==> src/rtl/i2c_pkg.sv <==
// i2c_pkg: shared types and constants for the I2C target register block.
//   i2c_tgt_state_t      - target FSM states
//   I2C_IOEXP_ADDR_BASE  - default 7-bit target address
//   CMD_*                - register indices of the IO-expander style register map
package i2c_pkg;

  typedef enum logic [3:0] {
    IDLE,
    ADDR,
    ADDR_ACK,
    PTR,
    PTR_ACK,
    WDATA,
    WDATA_ACK,
    RDATA,
    RDATA_ACK,
    IGNORE
  } i2c_tgt_state_t;

  localparam logic [6:0] I2C_IOEXP_ADDR_BASE = 7'h20;

  localparam int CMD_IN0  = 0;
  localparam int CMD_OUT0 = 2;
  localparam int CMD_OUT1 = 3;
  localparam int CMD_CFG0 = 6;
  localparam int CMD_CFG1 = 7;

endpackage

==> src/rtl/i2c_line_filter.sv <==
// i2c_line_filter: conditions one I2C pin for the target FSM.
//   pin   - raw pin input (asynchronous to clk)
//   level - filtered line value (resets high, the idle bus level)
//   rise  - one-clk pulse in the first cycle level reads 1 after being 0
//   fall  - one-clk pulse in the first cycle level reads 0 after being 1
// A 2-FF synchronizer feeds a filter that adopts a new value only after
// FILT_LEN consecutive synchronized samples disagree with the current one.
module i2c_line_filter #(
  parameter int FILT_LEN = 3
) (
  input  logic clk,
  input  logic reset,
  input  logic pin,
  output logic level,
  output logic rise,
  output logic fall
);
  localparam int CW = $clog2(FILT_LEN + 1);

  logic [1:0]    sync_q, sync_d;
  logic          filt_q, filt_d;
  logic [CW-1:0] cnt_q, cnt_d;
  logic          rise_q, rise_d, fall_q, fall_d;

  always_comb begin
    sync_d = {sync_q[0], pin};
    filt_d = filt_q;
    cnt_d  = '0;
    // Any sample matching the current level restarts the run count.
    if (sync_q[1] != filt_q) begin
      if (cnt_q == CW'(FILT_LEN - 1)) filt_d = sync_q[1];
      else                            cnt_d  = cnt_q + 1'b1;
    end
    rise_d = filt_d & ~filt_q;
    fall_d = ~filt_d & filt_q;
  end

  always_ff @(posedge clk) begin
    if (reset) begin
      sync_q <= 2'b11;
      filt_q <= 1'b1;
      cnt_q  <= '0;
      rise_q <= 1'b0;
      fall_q <= 1'b0;
    end else begin
      sync_q <= sync_d;
      filt_q <= filt_d;
      cnt_q  <= cnt_d;
      rise_q <= rise_d;
      fall_q <= fall_d;
    end
  end

  assign level = filt_q;
  assign rise  = rise_q;
  assign fall  = fall_q;

endmodule

==> src/rtl/i2c_target_regs.sv <==
// i2c_target_regs: I2C target exposing NUM_REGS 8-bit registers with a
// pointer byte, auto-increment, repeated START and multi-byte reads.
//   clk, reset - system clock, synchronous active-high reset
//   scl        - SCL pin (input only, no clock stretching)
//   sda_in     - SDA pin sample
//   sda_oe_n   - 0 pulls SDA low, 1 releases it (open drain)
//   regs_out   - register image, reg i at [8*i+7:8*i]
//   wr_strobe  - one-clk pulse per register write, wr_index = register written
//   busy       - high from an address-matched START until STOP or read NACK
module i2c_target_regs
  import i2c_pkg::*;
#(
  parameter logic [6:0] ADDR     = I2C_IOEXP_ADDR_BASE,
  parameter int         NUM_REGS = 8,
  parameter int         FILT_LEN = 3
) (
  input  logic                        clk,
  input  logic                        reset,
  input  logic                        scl,
  input  logic                        sda_in,
  output logic                        sda_oe_n,
  output logic [8*NUM_REGS-1:0]       regs_out,
  output logic                        wr_strobe,
  output logic [$clog2(NUM_REGS)-1:0] wr_index,
  output logic                        busy
);
  localparam int PW = $clog2(NUM_REGS);

  logic scl_lvl, scl_rise, scl_fall;
  logic sda_lvl, sda_rise, sda_fall;

  i2c_line_filter #(.FILT_LEN(FILT_LEN)) u_scl_filt (
    .clk(clk), .reset(reset), .pin(scl),
    .level(scl_lvl), .rise(scl_rise), .fall(scl_fall)
  );

  i2c_line_filter #(.FILT_LEN(FILT_LEN)) u_sda_filt (
    .clk(clk), .reset(reset), .pin(sda_in),
    .level(sda_lvl), .rise(sda_rise), .fall(sda_fall)
  );

  logic start, stop;
  assign start = sda_fall & scl_lvl;
  assign stop  = sda_rise & scl_lvl;

  i2c_tgt_state_t               state_q, state_d;
  logic [2:0]                   bit_cnt_q, bit_cnt_d;
  logic [7:0]                   sh_q, sh_d;
  logic [PW-1:0]                ptr_q, ptr_d, ptr_inc;
  logic [NUM_REGS-1:0][7:0]     regs_q, regs_d;
  logic                         oe_n_q, oe_n_d;
  logic                         busy_q, busy_d;
  logic                         ack_ph_q, ack_ph_d;
  logic                         rw_q, rw_d;
  logic                         wr_strobe_q, wr_strobe_d;
  logic [PW-1:0]                wr_index_q, wr_index_d;
  logic [7:0]                   byte_in;

  assign byte_in = {sh_q[6:0], sda_lvl};
  assign ptr_inc = ptr_q + 1'b1;

  // The module parameter ADDR shadows the imported state name, so the
  // address-shift state is always written with its package scope.
  always_comb begin
    state_d     = state_q;
    bit_cnt_d   = bit_cnt_q;
    sh_d        = sh_q;
    ptr_d       = ptr_q;
    regs_d      = regs_q;
    oe_n_d      = oe_n_q;
    busy_d      = busy_q;
    ack_ph_d    = ack_ph_q;
    rw_d        = rw_q;
    wr_strobe_d = 1'b0;
    wr_index_d  = wr_index_q;

    if (start) begin
      // Repeated START keeps ptr so a pointer write can precede a read.
      state_d   = i2c_pkg::ADDR;
      bit_cnt_d = '0;
      oe_n_d    = 1'b1;
      ack_ph_d  = 1'b0;
    end else if (stop) begin
      state_d   = IDLE;
      bit_cnt_d = '0;
      oe_n_d    = 1'b1;
      busy_d    = 1'b0;
      ack_ph_d  = 1'b0;
    end else begin
      case (state_q)
        i2c_pkg::ADDR, PTR, WDATA: begin
          if (scl_rise) begin
            sh_d      = byte_in;
            bit_cnt_d = bit_cnt_q + 3'd1;
            if (bit_cnt_q == 3'd7) begin
              case (state_q)
                i2c_pkg::ADDR: begin
                  if (byte_in[7:1] == ADDR) begin
                    state_d = ADDR_ACK;
                    busy_d  = 1'b1;
                    rw_d    = byte_in[0];
                  end else begin
                    state_d = IGNORE;
                    busy_d  = 1'b0;
                  end
                end
                PTR: begin
                  ptr_d   = byte_in[PW-1:0];
                  state_d = PTR_ACK;
                end
                default: begin
                  regs_d[ptr_q] = byte_in;
                  wr_strobe_d   = 1'b1;
                  wr_index_d    = ptr_q;
                  state_d       = WDATA_ACK;
                end
              endcase
            end
          end
        end

        // ack_ph splits the 9th clock: first fall pulls SDA low, the
        // following fall ends the ACK and moves on.
        ADDR_ACK, PTR_ACK, WDATA_ACK: begin
          if (scl_fall) begin
            if (!ack_ph_q) begin
              oe_n_d   = 1'b0;
              ack_ph_d = 1'b1;
            end else begin
              ack_ph_d  = 1'b0;
              oe_n_d    = 1'b1;
              bit_cnt_d = '0;
              case (state_q)
                ADDR_ACK: begin
                  if (rw_q) begin
                    state_d = RDATA;
                    sh_d    = regs_q[ptr_q];
                    oe_n_d  = regs_q[ptr_q][7];
                  end else begin
                    state_d = PTR;
                  end
                end
                PTR_ACK: state_d = WDATA;
                default: begin
                  state_d = WDATA;
                  ptr_d   = ptr_inc;
                end
              endcase
            end
          end
        end

        RDATA: begin
          if (scl_rise) begin
            bit_cnt_d = bit_cnt_q + 3'd1;
            if (bit_cnt_q == 3'd7) state_d = RDATA_ACK;
          end else if (scl_fall) begin
            sh_d   = {sh_q[6:0], 1'b0};
            oe_n_d = sh_q[6];
          end
        end

        // Release for the controller's ACK, sample it on the 9th rise, and
        // on ACK drive the next byte's MSB at the following fall.
        RDATA_ACK: begin
          if (scl_fall) begin
            if (!ack_ph_q) begin
              oe_n_d   = 1'b1;
              ack_ph_d = 1'b1;
            end else begin
              state_d   = RDATA;
              oe_n_d    = sh_q[7];
              ack_ph_d  = 1'b0;
              bit_cnt_d = '0;
            end
          end else if (scl_rise && ack_ph_q) begin
            if (sda_lvl) begin
              state_d  = IGNORE;
              busy_d   = 1'b0;
              ack_ph_d = 1'b0;
            end else begin
              ptr_d = ptr_inc;
              sh_d  = regs_q[ptr_inc];
            end
          end
        end

        default: ;
      endcase
    end
  end

  always_ff @(posedge clk) begin
    if (reset) begin
      state_q     <= IDLE;
      bit_cnt_q   <= '0;
      sh_q        <= '0;
      ptr_q       <= '0;
      regs_q      <= '0;
      oe_n_q      <= 1'b1;
      busy_q      <= 1'b0;
      ack_ph_q    <= 1'b0;
      rw_q        <= 1'b0;
      wr_strobe_q <= 1'b0;
      wr_index_q  <= '0;
    end else begin
      state_q     <= state_d;
      bit_cnt_q   <= bit_cnt_d;
      sh_q        <= sh_d;
      ptr_q       <= ptr_d;
      regs_q      <= regs_d;
      oe_n_q      <= oe_n_d;
      busy_q      <= busy_d;
      ack_ph_q    <= ack_ph_d;
      rw_q        <= rw_d;
      wr_strobe_q <= wr_strobe_d;
      wr_index_q  <= wr_index_d;
    end
  end

  assign sda_oe_n  = oe_n_q;
  assign regs_out  = regs_q;
  assign wr_strobe = wr_strobe_q;
  assign wr_index  = wr_index_q;
  assign busy      = busy_q;

endmodule
==> config.mk <==
export PLATFORM = sky130hd
export DESIGN_NAME = i2c_target_regs
export DESIGN_NICKNAME = d
export VERILOG_FILES = /design/src/rtl/i2c_pkg.sv /design/src/rtl/i2c_line_filter.sv /design/src/rtl/i2c_target_regs.sv
export SDC_FILE = /design/constraint.sdc
export NUM_CORES = 1
export LEC_CHECK = 0
export ABC_AREA = 1
export BUFFER_PORTS_ARGS = -buffer_cell sky130_fd_sc_hd__buf_2
export CAP_MARGIN = 10
export CORE_ASPECT_RATIO = 0.8
export CORE_MARGIN = 2
export CORE_UTILIZATION = 47
export CTS_CLUSTER_DIAMETER = 100
export DETAILED_ROUTE_END_ITERATION = 8
export PLACE_DENSITY = 0.67
export SETUP_SLACK_MARGIN = 0.2
export SLEW_MARGIN = 20
export SYNTH_ARGS = -nofsm -noshare
export SYNTH_HDL_FRONTEND = slang
export SYNTH_SLANG_ARGS = --single-unit
==> constraint.sdc <==
create_clock -name clk -period 3.2 [get_ports clk]
set_clock_uncertainty 0.05 [all_clocks]
set_input_delay 0.96 -clock clk [delete_from_list [all_inputs] [get_ports clk]]
set_output_delay 0.96 -clock clk [all_outputs]
set_load 0.1 [all_outputs]
## Word level (Yosys, flattened, before mapping)

Index checks and enable logic that the tools add are counted.

- $lt $le $gt $ge: 3
- Equal/unequal tests: 51
- Add/sub/neg operators: 4
- Multipliers: 0
- Shift-type cells: 0
- Bitwise logic cells: 18
- Divide/modulo/power cells: 0
- Mux-type cells: 76
- Reduce and logical (&&, ||, !) cells: 29

Operator list:

| operator | number |
|---|---|
| $mux W8 | 13 |
| $bwmux W64 | 1 |
| $bmux W8 S3 | 2 |
| $mux W4 | 12 |
| $mux W3 | 13 |
| $pmux W8 S4 | 1 |
| $mux W1 | 26 |
| $demux W8 S3 | 1 |
| $ne A2 B2 Y1 const B | 11 |
| $reduce_and A10 Y1 | 2 |
| $eq A4 B3 Y1 const B | 4 |
| $ne A2 B1 Y1 const B | 8 |
| $pmux W4 S4 | 1 |
| $ne A3 B3 Y1 const B | 5 |
| $reduce_or A3 Y1 | 5 |
| $reduce_and A13 Y1 | 1 |
| $ne A4 B3 Y1 const B | 3 |
| $ne A4 B4 Y1 const B | 3 |
| $not A1 Y1 | 12 |
| $reduce_and A12 Y1 | 1 |
| $ne A3 B2 Y1 const B | 3 |
| $pmux W3 S3 | 1 |
| $reduce_bool A3 Y1 | 3 |
| $eq A4 B2 Y1 const B | 2 |
| other kinds (31) | 47 |

- Input port bits: 4
- Logic and storage cells: 210
- Memories: 0
- Bits in read-only memories: 0
- Bits in latches: 0
- Memory bits (writable): 0
- Flip-flop bits (word level): 104

## Logic depth before layout (Yosys ltp)

Gate-level depths: netlist (run 1).

- Word-level depth: 8
- Gate-level depth with buffers: 13

## Hierarchy

Synthesis (run 1) repeated with hierarchy kept, for this count alone.

- Cells, all modules: 819
- Area, all modules: 5510.3 um2

Modules (own cells, without submodules):

| module | cells an instance | area an instance (um2) | times used |
|---|---|---|---|
| i2c_target_regs | 767 | 5032.3 | 1 |
| i2c_line_filter | 26 | 239.0 | 2 |

## Worst setup path before layout (run 1)

OpenSTA, ideal clock, no wires.

- Path kind: register to output
- Start: register regs_q (netlist bit regs_out[55])
- End: output port regs_out[55]
- Setup slack: 1238 ps
- Arrival time: 952 ps
- Stages on the path, launching flop included: 1
- Cell sequence: dfxtp_1

RTL lines:

| what | RTL line | source |
|---|---|---|
| start: declaration | i2c_target_regs.sv:50 | `logic [NUM_REGS-1:0][7:0] regs_q, regs_d;` |
| start signal: assignment | i2c_target_regs.sv:211 | `regs_q <= regs_d;` |
| end: declaration | i2c_target_regs.sv:22 | `output logic [8*NUM_REGS-1:0] regs_out,` |

No word-level cell between the ends.

## Worst setup path in the final report (run 1)

- Start: register ptr_q[0]
- End: register sh_q[7]

- Cells in the longest elaborated chain, start to end: 7
- Elaborated cells between the ends (all ways): 13
- Classes of those cells: 1 x add/sub; 12 x mux

RTL lines:

| what | RTL line | source |
|---|---|---|
| start: declaration | i2c_target_regs.sv:49 | `logic [PW-1:0] ptr_q, ptr_d, ptr_inc;` |
| start signal: assignment | i2c_target_regs.sv:210 | `ptr_q <= ptr_d;` |
| $add A3 B1 Y3 or $bmux W8 S3 (tied branches) | i2c_target_regs.sv:60, i2c_target_regs.sv:137 |  |
| $bmux W8 S3 or $mux W8 (tied branches) | i2c_target_regs.sv:183, i2c_target_regs.sv:137 |  |
| $mux W8 (on tied branches) | i2c_target_regs.sv:183, i2c_target_regs.sv:135 |  |
| $mux W8 (on tied branches) | i2c_target_regs.sv:177, i2c_target_regs.sv:133 |  |
| $mux W8 (on tied branches) | i2c_target_regs.sv:176, i2c_target_regs.sv:126 |  |
| $mux W8 (on tied branches) | i2c_target_regs.sv:166, i2c_target_regs.sv:125 |  |
| $pmux W8 S4 (*) | i2c_target_regs.sv:90 | `case (state_q)` |
| end signal: assignment | i2c_target_regs.sv:197 | `sh_q <= '0;` |
| end signal: assignment | i2c_target_regs.sv:209 | `sh_q <= sh_d;` |
| end: declaration | i2c_target_regs.sv:48 | `logic [7:0] sh_q, sh_d;` |

Mark *: on every way between the ends. The rest lies on a longest branch, timed or not. The select of a mux whose other input is x is not followed.
A chain may end at the register's enable or synchronous reset.

==> results of run 1 <==
[registers in the layout, summed over array words and instances (netlist names), 2 cells and up]
name	cells
state_q	4
u_scl_filt.cnt_q	2
ptr_q	3
regs_out	64
sh_q	8
wr_index	3
bit_cnt_q	3
u_sda_filt.cnt_q	2
u_scl_filt.sync_q	2
u_sda_filt.sync_q	2
[where the power goes]
| group | total [uW] | switching (uW) | internal, uW |
|---|---|---|---|
| combinational | 2670 | 1860 | 808 |
| clock | 1240 | 535 | 703 |
| sequential | 1600 | 223 | 1380 |
| total | 5510 | 2620 | 2890 |
[stage by stage]
step	hold WS (ns)	util, %	cells	total power, uW	setup WS (ns)
6_report	0.364	55.3	995	5510	0.689
5_1_grt	0.371	55.3	995	5880	0.458
4_1_cts	0.367	55.3	995	5460	0.763
3_5_place_dp	0.349	52.3	979	4220	0.796
3_3_place_gp	0.343	52.3	979	4220	0.778
2_1_floorplan	0.339	-	803	3580	1.24
[layer usage]
metal | share of wire [%] | up-vias | wire length [um]
met5 | 0 | - | 0
met2 | 40 | 251 | 6860
met3 | 9.4 | 23 | 1620
li1 | - | 2748 | -
met1 | 49 | 2542 | 8410
met4 | 1.9 | 0 | 330
[logic make-up after synthesis]
kind of cell	Yosys count	share of synthesized area [%]
fa+ha+maj	5	1.16
simple gates	274	22.0
buf+inv	153	11.4
xor+xnor	1	0.303
flops	104	38.7
compound gates	266	26.5
[cell usage in the layout (no fill, tap or decap)]
cell type / netlist / final
nand2_1: 128 / 128
a21oi_1: 120 / 120
o21ai_0: 113 / 113
dfxtp_1: 104 / 103
inv_1: 101 / 101
buf_2: 14 / 73
nor2_1: 64 / 64
nand3_1: 55 / 55
o211ai_1: 29 / 29
nand4_1: 9 / 9
clkbuf_16: 0 / 9
buf_4: 1 / 7
ha_1: 5 / 5
nor3_1: 4 / 4
nand3b_1: 4 / 4
or2_2: 4 / 4
inv_6: 0 / 3
clkinv_1: 2 / 2
inv_2: 2 / 2
nor3_2: 2 / 2
bufinv_16: 0 / 2
nand2_2: 1 / 1
nor2_2: 1 / 1
a31oi_1: 1 / 1
a21boi_4: 1 / 1
nand2_4: 1 / 1
xnor2_2: 1 / 1
nor2_4: 1 / 1
o21bai_1: 1 / 1
a211oi_1: 1 / 1
clkinv_4: 0 / 1
clkinv_8: 0 / 1
dfxtp_2: 0 / 1
[worst max-delay path: stages, from the launching register on]
cell and delay [ns]:
dfxtp_2 0.76, ha_1 0.27, clkinv_1 0.45, a21oi_1 0.29
o21ai_0 0.14, nand3_1 0.11, nand3_1 0.09, nand3_1 0.13
nor2_1 0.06, nor2_1 0.07
[cell usage after synthesis (4+ instances only)]
library cell	count
a21oi_1	120
buf_1	6
buf_2	14
clkbuf_1	25
dfxtp_1	104
ha_1	5
inv_1	101
nand2_1	128
nand3_1	55
nand3b_1	4
nand4_1	9
nor2_1	64
nor3_1	4
o211ai_1	29
o21ai_0	113
or2_2	4
[worst max path at each step]
stage                         endpoint
after floorplan           regs_out[55]
after global placement         sh_q[5]
after detailed placement       sh_q[1]
after CTS                      sh_q[1]
after global routing           sh_q[5]
final                          sh_q[7]
[area by class of cell]
class | count | area (sq um)
clock inverter | 7 | 111
multi-input combinational | 546 | 2690
fill | 1093 | 4920
timing repair buffer | 80 | 418
sequential | 104 | 2080
tap | 144 | 180
inverter | 105 | 394
clock buffer | 9 | 225
==> run summary, run 1 <==
fin nets - 855
initial core utilization - 48.8%
vias in the first global route - 4883
Hold Crit Class - flop to flop
CTS Buf Count - 9
Finished Cell Area - 0.00610 sq mm
Hold Path End - u_scl_filt.sync_q[1]
power density over the cells - 904 mW/mm^2
dominant cell type by area after synthesis - dfxtp_1
top post-synthesis cells by area - dfxtp_1 (39%), a21oi_1 (11%), o21ai_0 (11%)
Worst VDD drop - 0.362 mV
overall routing resource usage - 28.8%
post-DR wirelength/cell - 17.3 um
root buf cell - clkbuf_16
RSZ-0062 raised after global routing - no
Core Footprint - 0.0110 sq mm
status - finished clean
endpoints failing setup - 0
Seq cells post-synth - 104
Worst Setup SP - ptr_q[0]
H-tree depth - 3
Yosys cell types - 30
GR Util met1 - 44.8%
largest net degree at the start of global routing - 80
reg-to-reg critical path endpoint - sh_q[7]
Least-Margin Pin Slew - 0.869 ns
met2 GRT Util - 39.1%
GRT met3 Usage - 6.77%
IO Pins - 74
Layout area overhead - 13.4%
Crit path required time - 3.44 ns
Slew headroom - 41.8%
YS warnings - 0
Total Wirelength - 17200 um
clk sink count - 104
synthesized instance count - 803
die width - 124 um
syn_nets - 812
Die ar. - 0.0123 sq mm
initial antenna violation count - 0
Clk Latency, worst-skew pair - 0.35 ns
gr busiest metal - met1
n_diodes - 0
antenna viol nets, final - 0
leakage - 0.00260 uW
CTS clk-pin slew, worst paths - 0.07 ns
Final HPWL DP - 12400 um
Final GP Congestion - 0.938
worst reg2reg path depth - 9
Critical Path Sink Type - flop
setup TNS - 0 ns
Fmax - 0.398 GHz
critical path fanouts, max - 40
Critical Path AT - 2.75 ns
number of synthesized flops with an enable pin - 0
via/cell ratio - 5.59
first-pass GRT wire length - 26800 um
CP Class - flop to flop
number of hold violations in the final report - 0
DR iter-0 viols - 487
Post-Syn Area per Cell - 6.70 sq um
r2r startpoint - ptr_q[0]
gr ovfl total - 0
hold path start - u_scl_filt.sync_q[0]
max_cap viols - 0
sequential-to-total area share from yosys stat - 38.7%
cts hold-fix bufs - 0
Die Ht - 99.7 um
dpl cell area - 0.00576 sq mm
post-CTS setup buffers - 0
Synth top area share - 38.7%
DRC - 0
final worst path period need - 2.51 ns
Critical Path Source Type - flop
worst reg-to-reg setup slack - 0.69 ns
share of synthesized registers carrying an async set or reset - 0%
mapped cell area - 0.00538 sq mm
share of post-route cells with drive strength above 1 - 13.0%
max-slew violations - 0
worst hold stages - 1
PortBufs - 73
total iterations of the first detailed-routing run - 5
Max clock buf depth - 2
via count - 5564
CTS tree - yes
fin crit share - 78.5%
cell row count - 34
CTS resizes - 0
top_reg_cell synth - dfxtp_1
Note: power is estimated with default switching activity, not from simulation.
==> run 2: changes to the inputs <==
Settings changed: ABC_AREA 1 to 0.
Clock period 3.2 ns to 2.46 ns, I/O delays scaled along.
==> run summary, run 2 <==
Finished Cell Area - 0.00642 sq mm
Int Power - 2430 uW
Total Wirelength - 16600 um
power density over the cells - 490 mW/mm^2
most frequent cells after synthesis - dfxtp_1 (104), nor2_1 (80), mux2i_1 (54), a21oi_1 (42), nand2_1 (34)
CTS tree - yes
via/cell ratio - 6.20
root buf cell - clkbuf_16
Seq cells post-synth - 104
number of hold violations in the final report - 0
antenna viol nets, final - 0
switching share of total power - 22.7%
gr ovfl total - 0
Post-Synth Simple-Gate Area - 18.4%
n_diodes - 0
worst reg-to-reg setup slack - 0.27 ns
Slew headroom - 64.8%
combinational share of power - 1.8%
setup TNS - 0 ns
overall routing resource usage - 26.8%
crit-path max cell delay - 0.53 ns
Synth top area share - 38.3%
number of synthesized flops with an enable pin - 0
top post-synthesis cells by area - dfxtp_1 (38%), mux2i_1 (9.9%), mux4_2 (9.9%)
mapped cell area - 0.00544 sq mm
worst hold stages - 1
via count - 4990
final total power - 3150 uW
reg-to-reg critical path endpoint - sh_q[2]
Clk Latency, worst-skew pair - 0.35 ns
IO Pins - 74
worst reg2reg path depth - 6
first-pass GRT wire length - 26300 um
share of power burned in registers - 53.7%
most frequent cells in the layout - dfxtp_1 (102), nor2_1 (77), buf_2 (73)
max-slew violations - 0
endpoints failing setup - 0
Critical Path Sink Type - flop
H-tree depth - 3
initial core utilization - 47.7%
Post-Syn Area per Cell - 9.36 sq um
switching power - 715 uW
fin crit share - 89.1%
max_cap viols - 0
initial antenna violation count - 0
Compound-Gate Fraction of Synth Area - 15.5%
status - finished clean
Max clock buf depth - 2
pre-CTS setup slack - 0.192 ns
multiplexer share of the synthesized area - 20.5%
Hold Path End - u_sda_filt.cnt_q[0]
largest family of logic cells by synthesized area - multiplexers
vias in the first global route - 4683
Core Footprint - 0.0114 sq mm
most common cell after layout, fill and taps aside - dfxtp_1
Die ar. - 0.0124 sq mm
max reg flops - 64
Yosys cell types - 68
Least-Margin Pin Slew - 0.527 ns
sequential-to-total area share from yosys stat - 38.3%
Worst Setup SP - ptr_q[0]
PortBufs - 73
final worst path period need - 2.19 ns
share of post-route cells with drive strength above 1 - 27.7%
Hold Crit Class - flop to flop
largest net degree at the start of global routing - 51
Critical Path AT - 2.36 ns
Final Worst Setup Slack - 0.269 ns
Synth Area in XOR/XNOR - 0.806%
DRC - 0
synthesized instance count - 581
critical path fanouts, max - 10
DR iter-0 viols - 489
leakage - 0.00265 uW
die width - 124 um
Crit path required time - 2.63 ns
fin nets - 661
Final GP Congestion - 0.998
RSZ-0062 raised after global routing - no
Crit path top cell by count - a211oi_1
CP Cell Sequence - ha_1 -> buf_4 -> mux4_2 -> and3_1 -> a211oi_1 -> a211oi_1
Worst VDD drop - 0.311 mV
Critical Path Source Type - flop
Fmax - 0.456 GHz
clk sink count - 104
dpl cell area - 0.00605 sq mm
Layout area overhead - 18.2%
CP max-delay cell - ha_1
hold path start - u_sda_filt.cnt_q[0]
top_reg_cell synth - dfxtp_1
Clock Power Share - 44.5%
CTS Buf Count - 9
Final HPWL DP - 11900 um
cell row count - 35
share of synthesized registers carrying an async set or reset - 0%
post-DR wirelength/cell - 20.6 um
r2r startpoint - ptr_q[0]
Post-Synth Adder-Cell Area - 1.33%
YS warnings - 0
total iterations of the first detailed-routing run - 5
CP Class - flop to flop
most used standard cell by instance count after synthesis - dfxtp_1
dominant cell type by area after synthesis - dfxtp_1
syn_nets - 590
CTS clk-pin slew, worst paths - 0.07 ns
Die Ht - 100 um
-- run 2: cell types whose count changed after synthesis, moves of 7 or more --
cell,change
nand2b_1,+7
o211ai_1,-27
o22ai_1,+7
nor2_1,+16
o21ai_0,-84
a211oi_1,+14
mux4_2,+24
nand3_1,-43
a21oi_1,-78
mux2i_1,+54
or3_1,+7
inv_1,-90
nand2_1,-94
-- run 2: cell families (layout without fill, tap and decap cells) --
group | Yosys count | after routing
flops | 104 | 104
compound gates | 128 | 128
xor+xnor | 5 | 5
fa+ha+maj | 6 | 6
simple gates | 195 | 195
buf+inv | 62 | 138
mux | 81 | 81
-- run 2: layer usage --
| metal | vias to the layer above | share of wire [%] | global-route usage [%] |
|---|---|---|---|
| li1 | 2262 | - | - |
| met3 | 23 | 11 | 7.41 |
| met2 | 270 | 42 | 39.3 |
| met5 | - | 0 | 0 |
| met4 | 0 | 1.5 | 6.22 |
| met1 | 2435 | 45 | 39.4 |
-- run 2: layout make-up --
| cell class | instances | area (sq um) |
|---|---|---|
| repair buffers | 111 | 713 |
| fillers | 1049 | 4960 |
| clock inverters | 6 | 48.8 |
| multi-input cells | 415 | 3110 |
| inverters | 11 | 41.3 |
| clock buffers | 10 | 239 |
| flip-flops and latches | 104 | 2080 |
| well taps | 148 | 185 |
-- run 2: power by group through the flow --
stage               logic, uW  clock network [uW]  registers [uW]
floorplan                39.9                   0            1730
global placement         54.6                   0            1730
detailed placement       56.2                   0            1730
CTS                      56.2                1430            1690
global route             61.5                1500            1690
finish                   56.3                1400            1690
-- run 2: critical path, delay by kind of cell, from the launching register on --
| kind | cells | cell delay [ns] |
|---|---|---|
| fa+ha+maj | 1 | 0.53 |
| mux | 1 | 0.35 |
| flops | 1 | 0.34 |
| buf+inv | 1 | 0.29 |
| compound gates | 2 | 0.29 |
| simple gates | 1 | 0.20 |
-- run 2: worst max path at each step --
stage,endpoint,cells past startpoint
detailed placement,regs_out[35],8
floorplan,regs_out[10],10
finish,sh_q[2],6
global placement,regs_out[35],8
CTS,regs_out[61],8
global route,state_q[1],6
-- run 2: metrics by stage --
| step | util, % | hold WS, ns | std cells |
|---|---|---|---|
| 2_1_floorplan | - | 0.339 | 581 |
| 3_3_place_gp | 53.1 | 0.349 | 783 |
| 3_5_place_dp | 53.1 | 0.351 | 783 |
| 4_1_cts | 55.7 | 0.361 | 799 |
| 5_1_grt | 56.4 | 0.371 | 805 |
| 6_report | 56.4 | 0.362 | 805 |
-- run 2: what timing repair did --
item	CTS	global route
hold buffers	0	0
cloned	0	0
setup buffers	0	6
endpoints found under the setup margin	7	44
gates resized for setup	1	10
pin swaps	0	3
